--- src/rtl/writeback_arbiter.sv ---
// writeback_arbiter: merges NUM_CH producer FIFOs onto one register-file write port via round-robin
module writeback_arbiter #(
  parameter int CORE = 0,
  parameter int DATA_WIDTH = 32,
  parameter int NUM_CH = 3,
  parameter int FIFO_DEPTH = 4,
  parameter int SCAN_CYCLES_MIN = 0,
  parameter int SCAN_CYCLES_MAX = 1000
) (
  input  logic                         clock,
  input  logic                         reset,
  input  logic [NUM_CH-1:0]            ch_valid,
  output logic [NUM_CH-1:0]            ch_ready,
  input  logic [5*NUM_CH-1:0]          ch_reg,
  input  logic [DATA_WIDTH*NUM_CH-1:0] ch_data,
  output logic                         write,
  output logic [4:0]                   write_reg,
  output logic [DATA_WIDTH-1:0]        write_data,
  output logic [$clog2(NUM_CH)-1:0]    grant_ch,
  output logic [31:0]                  reg_pending,
  input  logic                         scan
);
  localparam int GW = $clog2(NUM_CH);
  localparam int AW = $clog2(FIFO_DEPTH);
  logic [4:0]            q_reg  [NUM_CH][FIFO_DEPTH];
  logic [DATA_WIDTH-1:0] q_data [NUM_CH][FIFO_DEPTH];
  logic [AW-1:0]         rd_ptr [NUM_CH];
  logic [AW-1:0]         wr_ptr [NUM_CH];
  logic [AW:0]           count  [NUM_CH];
  logic [NUM_CH-1:0]     push, pop, nonempty;
  logic [GW-1:0]         rr_ptr, gnt, idx;
  logic [AW-1:0]         off;
  logic                  any;
  logic [31:0]           cycles;

  always_comb
    for (int i = 0; i < NUM_CH; i++) begin
      ch_ready[i] = count[i] != (AW+1)'(FIFO_DEPTH);
      nonempty[i] = count[i] != '0;
      push[i] = ch_valid[i] & ch_ready[i] & (ch_reg[5*i +: 5] != 5'd0);
    end

  // scan from farthest to nearest so the channel closest after rr_ptr wins
  always_comb begin
    gnt = '0;
    idx = '0;
    any = 1'b0;
    for (int k = NUM_CH; k >= 1; k--) begin
      idx = GW'((int'(rr_ptr) + k) % NUM_CH);
      if (nonempty[idx]) begin
        gnt = idx;
        any = 1'b1;
      end
    end
    pop = '0;
    pop[gnt] = any;
  end

  always_ff @(posedge clock or negedge reset)
    if (!reset)
      for (int i = 0; i < NUM_CH; i++) begin
        rd_ptr[i] <= '0;
        wr_ptr[i] <= '0;
        count[i] <= '0;
      end
    else
      for (int i = 0; i < NUM_CH; i++) begin
        if (push[i]) wr_ptr[i] <= wr_ptr[i] + 1'b1;
        if (pop[i]) rd_ptr[i] <= rd_ptr[i] + 1'b1;
        count[i] <= count[i] + (AW+1)'(push[i]) - (AW+1)'(pop[i]);
      end

  always_ff @(posedge clock)
    for (int i = 0; i < NUM_CH; i++)
      if (push[i]) begin
        q_reg[i][wr_ptr[i]] <= ch_reg[5*i +: 5];
        q_data[i][wr_ptr[i]] <= ch_data[DATA_WIDTH*i +: DATA_WIDTH];
      end

  always_ff @(posedge clock or negedge reset)
    if (!reset) begin
      write <= 1'b0;
      write_reg <= '0;
      write_data <= '0;
      grant_ch <= '0;
      rr_ptr <= GW'(NUM_CH - 1);
      cycles <= '0;
    end else begin
      cycles <= cycles + 1'b1;
      write <= any;
      if (any) begin
        write_reg <= q_reg[gnt][rd_ptr[gnt]];
        write_data <= q_data[gnt][rd_ptr[gnt]];
        grant_ch <= gnt;
        rr_ptr <= gnt;
      end
    end

  always_comb begin
    reg_pending = '0;
    off = '0;
    for (int i = 0; i < NUM_CH; i++)
      for (int j = 0; j < FIFO_DEPTH; j++) begin
        off = AW'(j) - rd_ptr[i];
        if ({1'b0, off} < count[i]) reg_pending[q_reg[i][j]] = 1'b1;
      end
    if (write) reg_pending[write_reg] = 1'b1;
    reg_pending[0] = 1'b0;
  end

`ifndef SYNTHESIS
  always_ff @(posedge clock)
    if (scan && cycles >= 32'(SCAN_CYCLES_MIN) && cycles <= 32'(SCAN_CYCLES_MAX)) begin
      $display("core %0d cycle %0d grant_ch %0d write %b write_reg %0d write_data %h",
               CORE, cycles, grant_ch, write, write_reg, write_data);
      for (int i = 0; i < NUM_CH; i++)
        $display("core %0d ch%0d valid %b ready %b occ %0d", CORE, i, ch_valid[i], ch_ready[i], count[i]);
    end
`endif
endmodule
--- config.mk ---
export PLATFORM = sky130hd
export DESIGN_NAME = writeback_arbiter
export DESIGN_NICKNAME = d
export VERILOG_FILES = /design/src/rtl/writeback_arbiter.sv
export SDC_FILE = /design/constraint.sdc
export NUM_CORES = 1
export LEC_CHECK = 0
export BUFFER_PORTS_ARGS = -buffer_cell sky130_fd_sc_hd__buf_2
export CAP_MARGIN = 25
export CELL_PAD_IN_SITES_DETAIL_PLACEMENT = 1
export CELL_PAD_IN_SITES_GLOBAL_PLACEMENT = 2
export CORE_MARGIN = 10
export CORE_UTILIZATION = 30
export CTS_CLUSTER_DIAMETER = 150
export CTS_CLUSTER_SIZE = 40
export DETAILED_ROUTE_END_ITERATION = 12
export GPL_TIMING_DRIVEN = 1
export PLACE_DENSITY = 0.61
export SKIP_CTS_REPAIR_TIMING = 1
export SLEW_MARGIN = 20
export SYNTH_ARGS = -nofsm -noshare
export SYNTH_HDL_FRONTEND = slang
export SYNTH_SLANG_ARGS = --single-unit
--- constraint.sdc ---
create_clock -name clock -period 5.6 [get_ports clock]
set_clock_uncertainty 0.1 [all_clocks]
set_input_delay 1.12 -clock clock [delete_from_list [all_inputs] [get_ports clock]]
set_output_delay 1.12 -clock clock [all_outputs]
set_load 0.05 [all_outputs]
## Word-level counts from Yosys, hierarchy flattened

Memory sizes are Yosys's and may differ from the RTL's.
Index checks and enable logic that the tools add are counted.

| cells by class | value |
|---|---|
| add/subtract/negate cells | 27 |
| div/mod/pow operators | 3 |
| magnitude comparators | 51 |
| equal/unequal tests | 3 |
| mux-type cells | 83 |
| bitwise gates (word level) | 24 |
| reductions and logical operators | 23 |

Operators with widths:

| cell | count |
|---|---|
| two-way mux 32 bit | 18 |
| two-way mux 128 bit | 3 |
| bitwise OR 32 bit | 12 |
| demux 32 bit (select 2 bit) | 3 |
| modulo 32 x 3 -> 32 bit, second input constant | 3 |
| < comparator 5 x 6 -> 1 bit, second input constant | 13 |
| demux 1 bit (select 5 bit) | 13 |
| greater-or-equal comparator 5 x 1 -> 1 bit, second input constant | 13 |
| binary-select mux 32 bit (select 2 bit) | 1 |
| two-way mux 20 bit | 3 |
| < comparator 2 x 3 -> 1 bit | 12 |
| demux 5 bit (select 2 bit) | 3 |
| two-way mux 5 bit | 5 |
| two-way mux 1 bit | 23 |
| logical AND 1 bit | 17 |
| greater-or-equal comparator 3 bit, second input constant | 5 |
| NOT 2 -> 3 bit | 5 |
| nonzero test 5 bit | 3 |
| adder 2 x 1 -> 2 bit, second input constant | 6 |
| < comparator 2 x 3 -> 1 bit, second input constant | 4 |
| subtractor 1 x 2 -> 2 bit, first input constant | 6 |
| subtractor 2 bit, first input constant | 6 |
| binary-select mux 5 bit (select 2 bit) | 1 |
| two-way mux 2 bit | 5 |
| 13 further kinds | 31 |

| storage, ports and cells | value |
|---|---|
| register bits after elaboration | 63 |
| memory bits (writable) | 444 |
| output and inout port bits | 75 |
| word-level logic and storage cells | 230 |
| memories | 2 |

Memories:

| name | depth | bits a word | read ports | clocked after Yosys merged registers in | write ports | line | RTL |
|---|---|---|---|---|---|---|---|
| q_data | 3 | 128 | 1 | 0 | 3 | 26 | `logic [DATA_WIDTH-1:0] q_data [NUM_CH][FIFO_DEPTH];` |
| q_reg | 3 | 20 | 4 | 0 | 3 | 25 | `logic [4:0] q_reg [NUM_CH][FIFO_DEPTH];` |

## Longest topological paths before layout

Gate-level depths: netlist of the first run.
An unclocked memory read counts as a cell.

| depth | value |
|---|---|
| depth after elaboration | 30 |
| gate-level depth with buffers | 16 |
| depth with buffers taken out | 13 |

## Worst setup path after synthesis of the first run

OpenSTA, ideal clock, no wires.

| path | value |
|---|---|
| path kind | reg2out |
| from | register rd_ptr[4] (netlist bit) |
| to | output port reg_pending[2] |
| arrival | 2.653 ns |
| data required time | 4.380 ns |
| slack | 1.727 ns |
| stages on the path, launching flop included | 10 |
| buffers on the path | 2 |
| cells stage by stage | dfrtp_1 buf_2 xor2_1 inv_1 ha_1 a21oi_1 nor2_1 or3b_2 clkbuf_1 o2111ai_1 |

| between the ends | value |
|---|---|
| cells in the longest elaborated chain, start to end | 27 |

Ends and longest elaborated chain:

| item | line | RTL |
|---|---|---|
| start: declaration | 27 | `logic [AW-1:0] rd_ptr [NUM_CH];` |
| start signal: indexed assignment | 69 | `if (pop[i]) rd_ptr[i] <= rd_ptr[i] + 1'b1;` |
| subtractor 1 x 2 -> 2 bit | 104 | `off = AW'(j) - rd_ptr[i];` |
| < comparator 2 x 3 -> 1 bit | 105 | `if ({1'b0, off} < count[i]) reg_pending[q_reg[i][j]] = 1'b1;` |
| two-way mux 32 bit | 105 |  |
| bitwise OR 32 bit (no line) | -- |  |
| two-way mux 32 bit | 105 |  |
| bitwise OR 32 bit (no line) | -- |  |
| two-way mux 32 bit | 105 |  |
| bitwise OR 32 bit (no line) | -- |  |
| (+11 left out) | -- |  |
| bitwise OR 32 bit (no line) | -- |  |
| two-way mux 32 bit * | 105 |  |
| bitwise OR 32 bit (no line) | -- |  |
| two-way mux 32 bit * | 105 |  |
| bitwise OR 32 bit (no line) | -- |  |
| two-way mux 32 bit * | 105 |  |
| bitwise OR 32 bit (no line) | -- |  |
| two-way mux 32 bit * | 107 | `if (write) reg_pending[write_reg] = 1'b1;` |
| end: declaration | 20 | `output logic [31:0] reg_pending,` |

Every way passes the cells marked *; elsewhere a longest branch is shown, timed or not.

## Final worst setup path of the first run

| path | value |
|---|---|
| from | register count[7] (netlist bit) |
| to | output port reg_pending[6] |

| between the ends | value |
|---|---|
| cells in the longest elaborated chain, start to end | 26 |

Ends and longest elaborated chain:

| item | line | RTL |
|---|---|---|
| start: declaration | 29 | `logic [AW:0] count [NUM_CH];` |
| start signal: indexed assignment | 70 | `count[i] <= count[i] + (AW+1)'(push[i]) - (AW+1)'(pop[i]);` |
| < comparator 2 x 3 -> 1 bit | 105 |  |
| two-way mux 32 bit | 105 |  |
| bitwise OR 32 bit (no line) | -- |  |
| two-way mux 32 bit | 105 |  |
| bitwise OR 32 bit (no line) | -- |  |
| two-way mux 32 bit | 105 |  |
| bitwise OR 32 bit (no line) | -- |  |
| two-way mux 32 bit * | 105 |  |
| (+10 left out) | -- |  |
| bitwise OR 32 bit (no line) | -- |  |
| two-way mux 32 bit * | 105 |  |
| bitwise OR 32 bit (no line) | -- |  |
| two-way mux 32 bit * | 105 |  |
| bitwise OR 32 bit (no line) | -- |  |
| two-way mux 32 bit * | 105 |  |
| bitwise OR 32 bit (no line) | -- |  |
| two-way mux 32 bit * | 107 |  |

Marked as above.

==> flow_summary.ini, run 1 <==
[logic_synthesis]
synthAdderAreaFrac_pct = 1.96
ys_types = 67
synth_compound_area_share_pct = 16.0
synth_area_mm2 = 0.0240
syn-num-nets = 2240
synthArstFlopShare_pct = 12.3
synthSimpleGateAreaFrac_pct = 13.3
synthMuxAreaShare_pct = 1.55
synth_top_family_by_area = compound AO/OA/AOI/OAI gates
synth_edf_count = 444
yosys-top-cells-area = edfxtp_1 56%, dfrtp_1 6.4%, nand2_1 4.1%
yosysTopAreaCellShare_pct = 55.7
seq_area_frac_synth_pct = 62.1
ys.flop_type = edfxtp_1
synth-xor-area-share_pct = 0.658
ys_warn_count = 0
avgSynthCellArea_um2 = 11.5
syn_inst = 2088
synth.ff_latch_count = 506
synth_top_cell_by_area = edfxtp_1

[global_route]
first_global_vias = 19300
antenna_found_initial = 10
groute.usage.overall_pct = 20.8
grt_pass1_wl_mm = 140
grt_overflow = 0
grt_max_degree = 118

[setup_path]
regToRegSetupSlack_ps = 1520
r2r-start = rr_ptr[1]
cp_top_family = simple AND/OR/NAND/NOR gates
crit_required_ps = 4380
cp-end-kind = output pin
crit_type = reg2out
reg2reg_to = count[5]
rr_worst_depth = 14
crit_path_max_incr_delay_ps = 550
crit_arrival_ps = 3890
crit_fanout = 9
critPathLaunch = count[7]
startpoint_type = register
crit_slowest_cell = or4_1
critPathBufInv = 2
crit_chain = inv_1 -> ha_1 -> a21oi_1 -> nor2_2 -> or2_0 -> o21ai_0 -> or4_1 -> a2111o_1 -> buf_2

[layout]
fin_nets = 2333
fill_cells = 8766
area_growth_pct = 10.3
largest_reg_flops = 384
drive_gt1_share_pct = 14.0
finalInstanceArea_mm2 = 0.0264

[min_path]
whs_endpoint = rr_ptr[1]
min_path_cells = 2
hold_path_class = reg2reg
hp-start = rr_ptr[1]

[cts]
clockRootBuffer = clkbuf_16
cts_tree = done
numClockSinks = 506
clk_pin_slew_ps = 150
htree_levels = 1
clk_latency_ps = 580
cts_inserted_buffers = 16
max-clock-path-buffers = 3

[timing]
hold_viol = 0
rsz0062_at_grt = no
final_max_slew_viol_count = 0
relSlewSlack_pct = 26.5
finalSetupViolations = 0
fin_setup_tns_ps = 0
finalCriticalPeriod_ps = 5110
fmax_mhz = 196
fin_crit_sh_pct = 91.2
timing.hold.ws_ps = 431
worst_slew_pin_slew_ps = 1100

[routing]
drc_errors = 0
avgRoutedWirePerCell_um = 30.2
route.vias.total = 18200
first_pass_iters = 7
avgViaCountPerCell = 5.61
routed_wl_mm = 97.9
drtIter0Drc = 1626
postRouteAntennaNets = 0

[die]
io_pins = 192
initial_core_util_pct = 30.3
dieArea_mm2 = 0.0916
rows = 103
die_h_um = 303
core_area_mm2 = 0.0791
die_x_um = 303

[placed_design]
placed_area_mm2 = 0.0259
place.gp.congestion = 0.987
portBuffers = 189
dp_hpwl_mm = 66.2

[pwr]
p_per_area_mw_per_mm2 = 711
vdd_ir_drop_max_uv = 566
leakage_nw = 9.16

[run]
maxCapViolCount = 0

[run_status]
status = completed
==> cell usage after synthesis, types with 3 or more instances <==
cell type	n
nor2b_1	5
fa_1	3
nor4_1	24
a21oi_1	167
inv_1	74
and3_1	6
o21ai_0	30
o211ai_1	82
nor4b_1	3
o22ai_1	105
nand3b_1	36
ha_1	32
o21ba_2	4
nand2_1	263
nand2b_1	12
nand3_1	27
mux2i_1	37
nor3b_1	15
or2_2	3
o22a_1	6
nor2_1	177
dfrtp_1	61
a221oi_1	9
buf_1	9
and2_1	18
buf_2	46
a22oi_1	15
or3_1	21
xor2_1	4
or3b_2	22
buf_6	7
xnor2_1	14
and3b_1	5
a211oi_1	51
nor3_1	21
clkbuf_1	84
o21bai_1	4
a21boi_0	3
o2111ai_1	9
nand4_1	6
o221ai_1	43
buf_4	13
a31oi_1	37
edfxtp_1	444
==> kinds of logic after synthesis <==
family | after synthesis
other | 1
AND/OR/NAND/NOR | 671
buffers and inverters | 237
flip-flops | 506
adder cells (fa/ha/maj) | 36
multiplexers | 37
XOR/XNOR | 18
AO/OA/AOI/OAI | 582
==> placed cells by master (no fill, tap or decap), types with 9 or more instances in the layout <==
cell type	Yosys	layout
buf_4	13	43
or3_1	21	21
xnor2_1	14	14
ha_1	32	32
a22oi_1	15	15
o211ai_1	82	82
a211oi_1	51	51
a31oi_1	37	37
a21oi_1	167	166
dfrtp_1	61	61
inv_1	74	74
nor3_1	21	21
nor3b_1	15	14
nand2_1	263	262
nor2_1	177	177
mux2i_1	37	37
o21ai_0	30	30
o22ai_1	105	105
edfxtp_1	444	444
o2111ai_1	9	9
clkbuf_1	84	10
o221ai_1	43	43
buf_2	46	188
nand3_1	27	27
a221oi_1	9	9
or3b_2	22	22
and2_2	0	11
nand2b_1	12	12
clkbuf_16	0	17
nand3b_1	36	36
nor4_1	24	24
==> final cells by class <==
type / instances / area, um2 / share of cell area, %
flip-flops and latches: 506 / 14900 / 56.3
multi-input cells: 1345 / 8080 / 30.6
repair buffers: 236 / 1370 / 5.19
well taps: 1050 / 1310 / 4.97
clock buffers: 27 / 463 / 1.75
inverters: 76 / 290 / 1.10
clock inverters: 1 / 16.3 / 0.0615
diodes: 3 / 7.51 / 0.0284
==> worst max-delay path by stage <==
stage	end	slack, ps	cells after the start
after CTS	reg_pending[19]	450	10
after detailed placement	reg_pending[19]	1140	10
after floorplan	reg_pending[2]	1730	9
after global placement	reg_pending[6]	1130	9
after global routing	reg_pending[6]	270	9
final	reg_pending[6]	490	9
==> power by group <==
part           leakage (nW)  total [mW]  internal (mW)  switching [mW]
clock                 0.229        1.71          0.589            1.12
combinational          4.14        11.3           3.28            8.04
sequential             4.79        5.77           5.11           0.656
==> worst reg2reg max path: stages, from the launching register on <==
cell	delay [ps]
dfstp_2	560
inv_1	50
ha_1	310
o31ai_1	190
and3_1	350
nand2_4	400
inv_4	210
buf_12	530
ha_1	380
inv_1	50
ha_1	130
inv_1	50
fa_1	380
xnor2_1	200
xnor2_1	140
==> routing by layer <==
metal	GRT usage, %	vias to the layer above	wire length, um	share of wire (%)
met3	2.81	168	5420	5.5
met5	0	-	66	0.067
li1	-	8014	-	-
met2	35.1	651	46800	48
met1	27.0	9365	42000	43
met4	7.25	10	3630	3.7
==> metrics by stage <==
step           instances  utilization (%)  setup WS (ps)  total power [mW]
4_1_cts             3240             33.4            453              19.0
2_1_floorplan       2088                -           1730              13.3
5_1_grt             3243             33.4            272              20.1
6_report            3244             33.4            493              18.8
3_5_place_dp        3212             32.8           1140              17.3
3_3_place_gp        3209             32.7           1130              17.0
(Power assumes the default switching activity.)
==> inputs of run 2 (changes only) <==
==> constraint.sdc (replaced) <==
create_clock -name clock -period 5.6 [get_ports clock]
set_clock_uncertainty 0.1 [all_clocks]
set_input_delay 0.56 -clock clock [delete_from_list [all_inputs] [get_ports clock]]
set_output_delay 0.56 -clock clock [all_outputs]
set_load 0.05 [all_outputs]
==> flow_summary.ini, run 2 (synthesis gave the netlist of run 1 again) <==
[run_status]
status = completed

[layout]
final-seq-area_mm2 = 0.0149
drive_gt1_share_pct = 13.7
fin_nets = 2327
fin_util_pct = 33.4
largest_reg_flops = 384
finalInstanceArea_mm2 = 0.0264
fill_cells = 8715
area_growth_pct = 10.3
mostFrequentLayoutCell = edfxtp_1
multiInputGateArea_mm2 = 0.00808
layout_common_cells = 444 x edfxtp_1, 262 x nand2_1, 189 x buf_2, 177 x nor2_1, 166 x a21oi_1

[timing]
fin_setup_tns_ps = 0
relSlewSlack_pct = 32.4
worst_slew_pin_slew_ps = 1010
hold_viol = 0
finalSetupViolations = 0
fin_crit_sh_pct = 83.4
timing.hold.ws_ps = 96.1
rsz0062_at_grt = no
finalCriticalPeriod_ps = 4670
final_max_slew_viol_count = 0
fmax_mhz = 214

[setup_path]
crit_arrival_ps = 4010
crit_chain = inv_1 -> ha_1 -> a21oi_1 -> o21bai_1 -> and3_1 -> a22oi_1 -> o21ai_0 -> nor4_1 -> o2111ai_1 -> buf_2
crit_required_ps = 4940
crit_path_max_incr_delay_ps = 540
crit_fanout = 9
critPathBufInv = 2
crit_type = reg2out
regToRegSetupSlack_ps = 1400
startpoint_type = register
rr_worst_depth = 9
r2r-start = rr_ptr[1]
reg2reg_to = write_data[3]
cp_top_family = compound AO/OA/AOI/OAI gates
crit_slowest_cell = dfrtp_1
cp-end-kind = output pin

[routing]
avgViaCountPerCell = 5.65
drc_errors = 0
drtIter0Drc = 1462
first_pass_iters = 7
postRouteAntennaNets = 0
avgRoutedWirePerCell_um = 30.6
routed_wl_mm = 98.9
route.vias.total = 18300

[die]
core_area_mm2 = 0.0791
io_pins = 192
die_x_um = 303
dieArea_mm2 = 0.0916
die_h_um = 303
initial_core_util_pct = 30.3
rows = 103

[pwr]
p_per_area_mw_per_mm2 = 713
leakage_nw = 9.15
vdd_ir_drop_max_uv = 715

[global_route]
first_global_vias = 19000
groute.usage.overall_pct = 20.9
grt_pass1_wl_mm = 140
grt_max_degree = 146
grt_overflow = 0
antenna_found_initial = 13

[run]
maxCapViolCount = 0

[cts]
clk_pin_slew_ps = 150
cts_inserted_buffers = 16
numClockSinks = 506
cts_tree = done
max-clock-path-buffers = 3
clk_latency_ps = 580
htree_levels = 1
clockRootBuffer = clkbuf_16

[min_path]
min_path_cells = 1
hold_path_class = in2reg
hp-start = ch_data[46]
whs_endpoint = q_data[1][110]

[placed_design]
place.gp.congestion = 0.932
portBuffers = 189
dp_hpwl_mm = 64.9
placed_area_mm2 = 0.0259
-- run 2: final cells by class --
class | count | area share, %
antenna | 2 | 0.0189
clock buffer | 27 | 1.75
clock inverter | 1 | 0.0615
inverter | 76 | 1.10
multi-input combinational | 1345 | 30.6
sequential | 506 | 56.3
tap | 1050 | 4.97
timing repair buffer | 230 | 5.20
-- run 2: how the worst max path moves through the flow --
stage / from / end / slack (ps) / cells after the start
after floorplan: rd_ptr[4] / reg_pending[2] / 2290 / 9
after global placement: rr_ptr[1] / write_data[11] / 1470 / 9
after detailed placement: rr_ptr[1] / write_data[11] / 1360 / 9
after CTS: count[7] / reg_pending[19] / 930 / 10
after global routing: count[7] / reg_pending[19] / 670 / 10
final: count[7] / reg_pending[19] / 930 / 10
-- run 2: per-stage QoR --
stage	setup WS (ps)	std cells	total power, mW
after floorplan	2290	2088	13.3
after global placement	1470	3200	17.0
after detailed placement	1360	3203	17.2
after CTS	929	3231	18.9
after global routing	674	3237	20.1
final	930	3237	18.9
-- run 2: worst reg2reg max path: stages (launching register included) --
cell      delay (ps)
dfstp_2          560
ha_1             260
nor4b_1          390
o21bai_1         150
a21o_4           430
inv_4            720
o211a_1          730
buf_4            460
o211ai_1         190
o221ai_1         120
-- run 2: metal layers --
layer	share of wire, %	GRT usage, %
met1	43	26.8
met2	47	34.7
met3	6.0	3.75
met4	3.9	8.06
met5	0.082	0
-- run 2: where the power goes --
part	switching [mW]	internal [mW]	total, mW	leakage, nW
combinational	8.04	3.34	11.4	4.13
sequential	0.664	5.11	5.78	4.79
clock	1.11	0.589	1.70	0.229
total	9.81	9.04	18.9	9.15
